### src/rtl/cpu_writeback_if.sv
// Producer-side result handshake for the writeback block.
// The producer (master) offers a destination index and value; the
// writeback block (slave) answers with o_ready while it has FIFO room.
interface cpu_writeback_if;
    logic        i_valid;
    logic        o_ready;
    logic [4:0]  i_rd_idx;
    logic [31:0] i_rd_value;

    modport master (
        output i_valid,
        output i_rd_idx,
        output i_rd_value,
        input  o_ready
    );

    modport slave (
        input  i_valid,
        input  i_rd_idx,
        input  i_rd_value,
        output o_ready
    );
endinterface

### src/rtl/cpu_writeback.sv
// Writeback commit stage: results are queued in an in-order FIFO and
// retired one per cycle into a registered output stage (o_inst_rd/o_rd),
// with o_tag counting register-file writes. Pending FIFO entries and the
// freshly committed output stage are visible to a combinational
// forwarding lookup on two read ports.
module cpu_writeback #(
    parameter int DEPTH     = 4,
    parameter int TAG_WIDTH = 4
) (
    input  logic                       i_clock,
    input  logic                       i_reset,
    cpu_writeback_if.slave             io_push,
    input  logic                       i_hold,
    output logic [TAG_WIDTH-1:0]       o_tag,
    output logic [4:0]                 o_inst_rd,
    output logic [31:0]                o_rd,
    input  logic [4:0]                 i_query_rs1,
    input  logic [4:0]                 i_query_rs2,
    output logic                       o_fwd1_hit,
    output logic                       o_fwd2_hit,
    output logic [31:0]                o_fwd1_value,
    output logic [31:0]                o_fwd2_value,
    output logic [$clog2(DEPTH):0]     o_pending
);

    localparam int PTR_W = $clog2(DEPTH);
    localparam int CNT_W = PTR_W + 1;

    // FIFO storage; validity is tracked by r_count, so the array itself
    // never needs clearing.
    logic [4:0]           r_mem_idx [DEPTH];
    logic [31:0]          r_mem_val [DEPTH];

    logic [PTR_W-1:0]     r_wr_ptr;
    logic [PTR_W-1:0]     r_rd_ptr;
    logic [CNT_W-1:0]     r_count;

    // Output stage and its one-cycle freshness flag
    logic [TAG_WIDTH-1:0] r_tag;
    logic [4:0]           r_out_idx;
    logic [31:0]          r_out_val;
    logic                 r_fresh;

    logic                 w_ready;
    logic                 w_push;
    logic                 w_pop;

    // A full FIFO refuses pushes even when a pop frees a slot on the same edge.
    assign w_ready        = (r_count < CNT_W'(DEPTH));
    assign io_push.o_ready = w_ready;
    assign w_push         = io_push.i_valid && w_ready;
    assign w_pop          = !i_hold && (r_count != '0);

    assign o_tag     = r_tag;
    assign o_inst_rd = r_out_idx;
    assign o_rd      = r_out_val;
    assign o_pending = r_count;

    // Store accepted results at the write pointer.
    always_ff @(posedge i_clock) begin
        if (w_push) begin
            r_mem_idx[r_wr_ptr] <= io_push.i_rd_idx;
            r_mem_val[r_wr_ptr] <= io_push.i_rd_value;
        end
    end

    // Pointers, occupancy, commit into the output stage and tag counting.
    always_ff @(posedge i_clock or negedge i_reset) begin
        if (!i_reset) begin
            r_wr_ptr  <= '0;
            r_rd_ptr  <= '0;
            r_count   <= '0;
            r_tag     <= '0;
            r_out_idx <= '0;
            r_out_val <= '0;
            r_fresh   <= 1'b0;
        end else begin
            if (w_push) begin
                r_wr_ptr <= r_wr_ptr + 1'b1;
            end
            if (w_pop) begin
                r_rd_ptr  <= r_rd_ptr + 1'b1;
                r_tag     <= r_tag + 1'b1;
                r_out_idx <= r_mem_idx[r_rd_ptr];
                r_out_val <= r_mem_val[r_rd_ptr];
            end
            r_fresh <= w_pop;
            case ({w_push, w_pop})
                2'b10:   r_count <= r_count + 1'b1;
                2'b01:   r_count <= r_count - 1'b1;
                default: r_count <= r_count;
            endcase
        end
    end

    // Forwarding lookup: fresh output stage is the fallback, then FIFO
    // entries are scanned oldest to youngest so the youngest match wins.
    always_comb begin
        o_fwd1_hit   = 1'b0;
        o_fwd1_value = '0;
        o_fwd2_hit   = 1'b0;
        o_fwd2_value = '0;

        if (r_fresh && (i_query_rs1 != 5'd0) && (r_out_idx == i_query_rs1)) begin
            o_fwd1_hit   = 1'b1;
            o_fwd1_value = r_out_val;
        end
        if (r_fresh && (i_query_rs2 != 5'd0) && (r_out_idx == i_query_rs2)) begin
            o_fwd2_hit   = 1'b1;
            o_fwd2_value = r_out_val;
        end

        for (int i = 0; i < DEPTH; i++) begin
            if (CNT_W'(i) < r_count) begin
                if ((i_query_rs1 != 5'd0) &&
                    (r_mem_idx[r_rd_ptr + PTR_W'(i)] == i_query_rs1)) begin
                    o_fwd1_hit   = 1'b1;
                    o_fwd1_value = r_mem_val[r_rd_ptr + PTR_W'(i)];
                end
                if ((i_query_rs2 != 5'd0) &&
                    (r_mem_idx[r_rd_ptr + PTR_W'(i)] == i_query_rs2)) begin
                    o_fwd2_hit   = 1'b1;
                    o_fwd2_value = r_mem_val[r_rd_ptr + PTR_W'(i)];
                end
            end
        end
    end

endmodule

### src/flat_wrapper.sv
// flat-port wrapper written by rule: the top's interface ports become plain ports
module cpu_writeback_flat 
#(
    parameter int DEPTH     = 4,
    parameter int TAG_WIDTH = 4
)
  (i_clock, i_reset, i_hold, o_tag, o_inst_rd, o_rd, i_query_rs1, i_query_rs2, o_fwd1_hit, o_fwd2_hit, o_fwd1_value, o_fwd2_value, o_pending, io_push_i_valid, io_push_i_rd_idx, io_push_i_rd_value, io_push_o_ready);
  cpu_writeback_if io_push_i ();
  input  logic i_clock;
  input  logic i_reset;
  input  logic i_hold;
  output logic [TAG_WIDTH-1:0] o_tag;
  output logic [4:0] o_inst_rd;
  output logic [31:0] o_rd;
  input  logic [4:0] i_query_rs1;
  input  logic [4:0] i_query_rs2;
  output logic o_fwd1_hit;
  output logic o_fwd2_hit;
  output logic [31:0] o_fwd1_value;
  output logic [31:0] o_fwd2_value;
  output logic [$clog2(DEPTH):0] o_pending;
  input wire logic [$bits(io_push_i.i_valid)-1:0] io_push_i_valid;
  input wire logic [$bits(io_push_i.i_rd_idx)-1:0] io_push_i_rd_idx;
  input wire logic [$bits(io_push_i.i_rd_value)-1:0] io_push_i_rd_value;
  output wire logic [$bits(io_push_i.o_ready)-1:0] io_push_o_ready;
  assign io_push_i.i_valid = io_push_i_valid;
  assign io_push_i.i_rd_idx = io_push_i_rd_idx;
  assign io_push_i.i_rd_value = io_push_i_rd_value;
  assign io_push_o_ready = io_push_i.o_ready;
  cpu_writeback #(.DEPTH(DEPTH), .TAG_WIDTH(TAG_WIDTH)) u_core (.i_clock(i_clock), .i_reset(i_reset), .io_push(io_push_i), .i_hold(i_hold), .o_tag(o_tag), .o_inst_rd(o_inst_rd), .o_rd(o_rd), .i_query_rs1(i_query_rs1), .i_query_rs2(i_query_rs2), .o_fwd1_hit(o_fwd1_hit), .o_fwd2_hit(o_fwd2_hit), .o_fwd1_value(o_fwd1_value), .o_fwd2_value(o_fwd2_value), .o_pending(o_pending));
endmodule
### config.mk
export PLATFORM = sky130hd
export DESIGN_NAME = cpu_writeback_flat
export DESIGN_NICKNAME = d
export VERILOG_FILES = /design/src/rtl/cpu_writeback_if.sv /design/src/rtl/cpu_writeback.sv /design/src/flat_wrapper.sv
export SDC_FILE = /design/constraint.sdc
export NUM_CORES = 1
export LEC_CHECK = 0
export ABC_CLOCK_PERIOD_IN_PS = 3400
export CAP_MARGIN = 20
export CORE_ASPECT_RATIO = 0.6
export CORE_MARGIN = 3
export CORE_UTILIZATION = 34
export CTS_BUF_LIST = sky130_fd_sc_hd__clkbuf_16
export DETAILED_ROUTE_END_ITERATION = 7
export PLACE_DENSITY_LB_ADDON = 0.3
export SYNTH_ARGS = -nofsm -noshare
export SYNTH_HDL_FRONTEND = slang
export SYNTH_SLANG_ARGS = --single-unit
### constraint.sdc
create_clock -name i_clock -period 3.4 [get_ports i_clock]
set_clock_uncertainty 0.1 [all_clocks]
set_input_delay 0.68 -clock i_clock [delete_from_list [all_inputs] [get_ports i_clock]]
set_output_delay 0.68 -clock i_clock [all_outputs]
set_load 0.05 [all_outputs]
==> results_tabular.tex <==
\begin{tabular}{lr}
\hline
Metric & Value \\
\hline
\multicolumn{2}{l}{\textbf{Timing}} \\
Slew at the pin with the worst max-slew slack & 0.8560 ns \\
Setup-failing EPs final & 66 \\
Unrepaired setup endpoints after global routing & yes \\
Worst max-slew margin expressed relative to the limit & 42.94\% \\
Share of the cycle needed by the critical path after routing & 125.0\% \\
Final number of hold-violating endpoints & 0 \\
Final-report max-slew violation count & 0 \\
Time the final worst path needs with I/O delays and setup & between 4 and 5 ns \\
Fmax & 0.2354 GHz \\
Worst setup slack after layout & -0.8486 ns \\
Post-Route Hold Slack & 0.1041 ns \\
\multicolumn{2}{l}{\textbf{Run status}} \\
Failing checks & setup timing \\
Outcome & finished with violations \\
\multicolumn{2}{l}{\textbf{Critical path}} \\
Critical Path Source Type & flip-flop \\
Endpoint type of the worst setup path & output pin \\
Critical-path cell list & buf\_12, mux4\_2, xor2\_1, nor4\_2, buf\_4, buf\_6, a21oi\_4, a22o\_1, mux2\_4, a211o\_1, buf\_6 \\
R2r setup slk & 0.98 ns \\
Most frequent cell on the critical path & buf\_6 \\
Reg-to-reg critical path startpoint & u\_core.r\_rd\_ptr[1] \\
Delay of the slowest critical-path stage & 0.54 ns \\
FF-to-FF path depth & 6 \\
Critical path's slowest cell & dfrtp\_4 \\
WP buf/inv & 4 \\
Crit path DAT & around 3.5 ns \\
Crit path max-delay family & multiplexers \\
Start-to-end type of the worst setup path & flip-flop to output pin \\
Highest fanout seen on the critical path & 6 \\
End of the worst register-to-register path & u\_core.o\_rd[12] \\
Critical path required time & 2.62 ns \\
\multicolumn{2}{l}{\textbf{Synth}} \\
Cells after Synth & approximately 1200 \\
Post-synthesis sequential element count & 197 \\
Share of synthesized area spent on multiplexers & 24.02\% \\
Fraction of the yosys area taken by sequential cells & 43.49\% \\
Number of enable-type register cells in the synthesized netlist & between 100 and 150 \\
Net count after synthesis & between 1000 and 1500 \\
Synth warn & 0 \\
Ys flop type & edfxtp\_1 \\
Share of the synthesized area in compound gates (AO/OA/AOI/OAI) & 14.21\% \\
Distinct cell type count of the synthesized netlist & 55 \\
Simple-gate share of the synthesized area & 9.020\% \\
Average cell area after synthesis & between 10 and 15 µm² \\
Asr flop ratio synth & between 20\% and 30\% \\
Syn Std Cell Area & between 10000 and 15000 µm² \\
Post-synthesis adder-cell area fraction & 0.9596\% \\
Xor-xnor portion of the synthesized cell area & 4.165\% \\
Main combinational cell family by area after synthesis & multiplexers \\
\multicolumn{2}{l}{\textbf{GRT}} \\
Overall track demand over capacity in global routing & 23.01\% \\
Number of global-route vias before repair & between 10000 and 15000 \\
Antenna violations before repair & 5 \\
Leftover overflow at the end of global routing & 0 \\
Largest net degree at the start of global routing & 71 \\
Global-route wire length before repair & between 70000 and 80000 µm \\
\multicolumn{2}{l}{\textbf{Clock tree}} \\
CTS Buf Count & 17 \\
Maximum root-to-sink buffer count & 2 \\
Count of H-tree levels built during CTS & 4 \\
Clock latency on the worst-skew pair & 0.45 ns \\
Clock sink count & 197 \\
Root buffer cell & clkbuf\_16 \\
Reg clk slew, reported paths & around 0.070 ns \\
TritonCTS clock tree & yes \\
\multicolumn{2}{l}{\textbf{Drt}} \\
Iteration-0 DRC Markers & 1236 \\
Pre-Repair DR Iteration Count & 7 \\
Post-detailed-route count of antenna-violating nets & 0 \\
Routed wirelength normalized by instance count & approximately 24 µm \\
Per-cell via count in the routed design & 5.781 \\
Detailed-route wire length & 48330 µm \\
DRC violations left & 0 \\
Total number of vias & between 10000 and 15000 \\
\multicolumn{2}{l}{\textbf{Floorplanning}} \\
Die footprint & approximately 41000 µm² \\
Overall die width & 258.8 µm \\
Starting utilization of the core area & 35.15\% \\
Placement Rows & 54 \\
Num ports & 162 \\
Die Height & 157.7 µm \\
Area of the core & 37090 µm² \\
\multicolumn{2}{l}{\textbf{Placed design}} \\
Minimum setup slack after placement & -0.6896 ns \\
Placed inst area & 17950 µm² \\
I/O Buffers & 161 \\
Global placement routability congestion & 0.9386 \\
Dpl hpwl & 32270 µm \\
\multicolumn{2}{l}{\textbf{Layout}} \\
Area overhead of the layout relative to synthesis & 48.18\% \\
Layout Cell Area excl Fill & about 19000 µm² \\
Top library cells by usage in the layout, fill and taps aside & mux2i\_1 (168), buf\_4 (168), edfxtp\_1 (148) \\
Final design utilization & $\sim$52\% \\
Layout Nets & 1523 \\
Share of layout cells above drive strength 1 & between 30 and 40\% \\
\multicolumn{2}{l}{\textbf{Power and ir drop}} \\
Total power density per cell area & 992.7 nW/µm² \\
Largest vdd supply drop & 682.6 µV \\
Static leakage & roughly 7.4 nW \\
Total power & 19.18 mW \\
\multicolumn{2}{l}{\textbf{Min path}} \\
Tightest Hold Check Type & input port to asynchronous set/reset pin \\
\multicolumn{2}{l}{\textbf{Job}} \\
Number of maximum-capacitance constraint violations & 0 \\
\hline
\end{tabular}
==> state kept, by name, summed over array words and instances (netlist names) <==
name,cells
u_core.o_rd,32
u_core.o_pending,3
u_core.r_mem_val,128
u_core.r_wr_ptr,2
u_core.r_mem_idx,20
u_core.o_tag,4
u_core.o_inst_rd,5
u_core.r_fresh,1
u_core.r_rd_ptr,2
==> kinds of logic (layout without fill, tap and decap cells) <==
| kind of cell | count (synthesis) | count (layout) |
|---|---|---|
| other | 0 | 3 |
| and+or+nand+nor | 240 | 240 |
| DFF | 197 | 197 |
| muxes | 289 | 289 |
| buffers and inverters | 117 | 422 |
| AOI/OAI and AO/OA | 255 | 255 |
| adders and majority gates | 10 | 10 |
| xor gates and xnor gates | 62 | 62 |
==> worst max-delay path by stage <==
stage | start | endpoint | cells after the start
final | u_core.r_rd_ptr[0] | o_fwd1_value[31] | 11
after global routing | u_core.r_rd_ptr[0] | o_fwd1_value[22] | 13
after CTS | u_core.r_rd_ptr[0] | o_fwd2_value[31] | 11
after detailed placement | i_query_rs1[2] | o_fwd1_value[21] | 11
after global placement | i_query_rs1[2] | o_fwd1_value[1] | 9
after floorplan | u_core.r_rd_ptr[0] | o_fwd2_value[10] | 10
==> final cells by class <==
type / instances / area, µm²
Antenna cell: 3 / 7.507
Clock buffer: 17 / 425.4
Clock inverter: 15 / 156.4
Fill cell: 3173 / 17770
Inverter: 9 / 36.28
Multi-Input combinational cell: 856 / 7914
Sequential cell: 197 / 5678
Tap cell: 504 / 630.6
Timing Repair Buffer: 381 / 4473
==> power breakdown <==
group          total (mW)  internal, mW  switching, mW
logic                13.4          5.74           7.69
registers            3.69          3.17          0.522
clock network        2.05          1.09          0.959
total                19.2          10.0           9.18
==> Yosys cell counts (all sizes together) (2+ instances only) <==
master | count | area share, %
o21ai | 34 | 1.3
nand4 | 4 | 0.19
dfrtp | 49 | 9.4
nor2b | 9 | 0.43
clkbuf | 57 | 1.6
xnor2 | 39 | 2.6
nor2 | 52 | 1.6
a22o | 33 | 2.2
and2 | 9 | 0.43
nand3b | 2 | 0.12
buf | 51 | 2.2
a211o | 34 | 2.3
o221ai | 32 | 2.1
mux2 | 78 | 6.7
nand3 | 37 | 1.4
mux4 | 10 | 1.7
edfxtp | 148 | 34
a211oi | 32 | 1.8
o211ai | 4 | 0.23
a2111oi | 2 | 0.14
inv | 8 | 0.23
a21oi | 46 | 1.8
nor3b | 2 | 0.12
a22oi | 30 | 1.7
mux2i | 201 | 16
xor2 | 23 | 1.5
nor3 | 69 | 2.6
nor4 | 5 | 0.34
ha | 10 | 0.96
and3 | 4 | 0.19
nand4b | 3 | 0.20
nand2 | 41 | 1.2
==> metal layers <==
layer	share of wire (%)	up-vias	GRT usage (%)
li1	-	5126	-
met1	46	5667	33.54
met2	43	608	34.29
met3	9.8	51	5.691
met4	1.5	6	5.495
met5	0.095	-	0
==> per-stage QoR <==
stage,std cells,TNS (ns)
2_1_floorplan,1170,-1.612
6_report,1982,-47.98
5_1_grt,1981,-55.02
3_5_place_dp,1925,-39.61
4_1_cts,1972,-50.01
3_3_place_gp,1925,-41.80
==> repair_timing <==
item / 4_1_cts / 5_1_grt
hold buffers: 0 / 0
cloned: 2 / 4
setup buffers: 14 / 3
setup endpoints to repair: 66 / 66
resized for setup: 53 / 51
pin swaps: 29 / 36
endpoints found under the hold margin: 0 / 0
No activity file was read; power rests on OpenSTA's default activity.
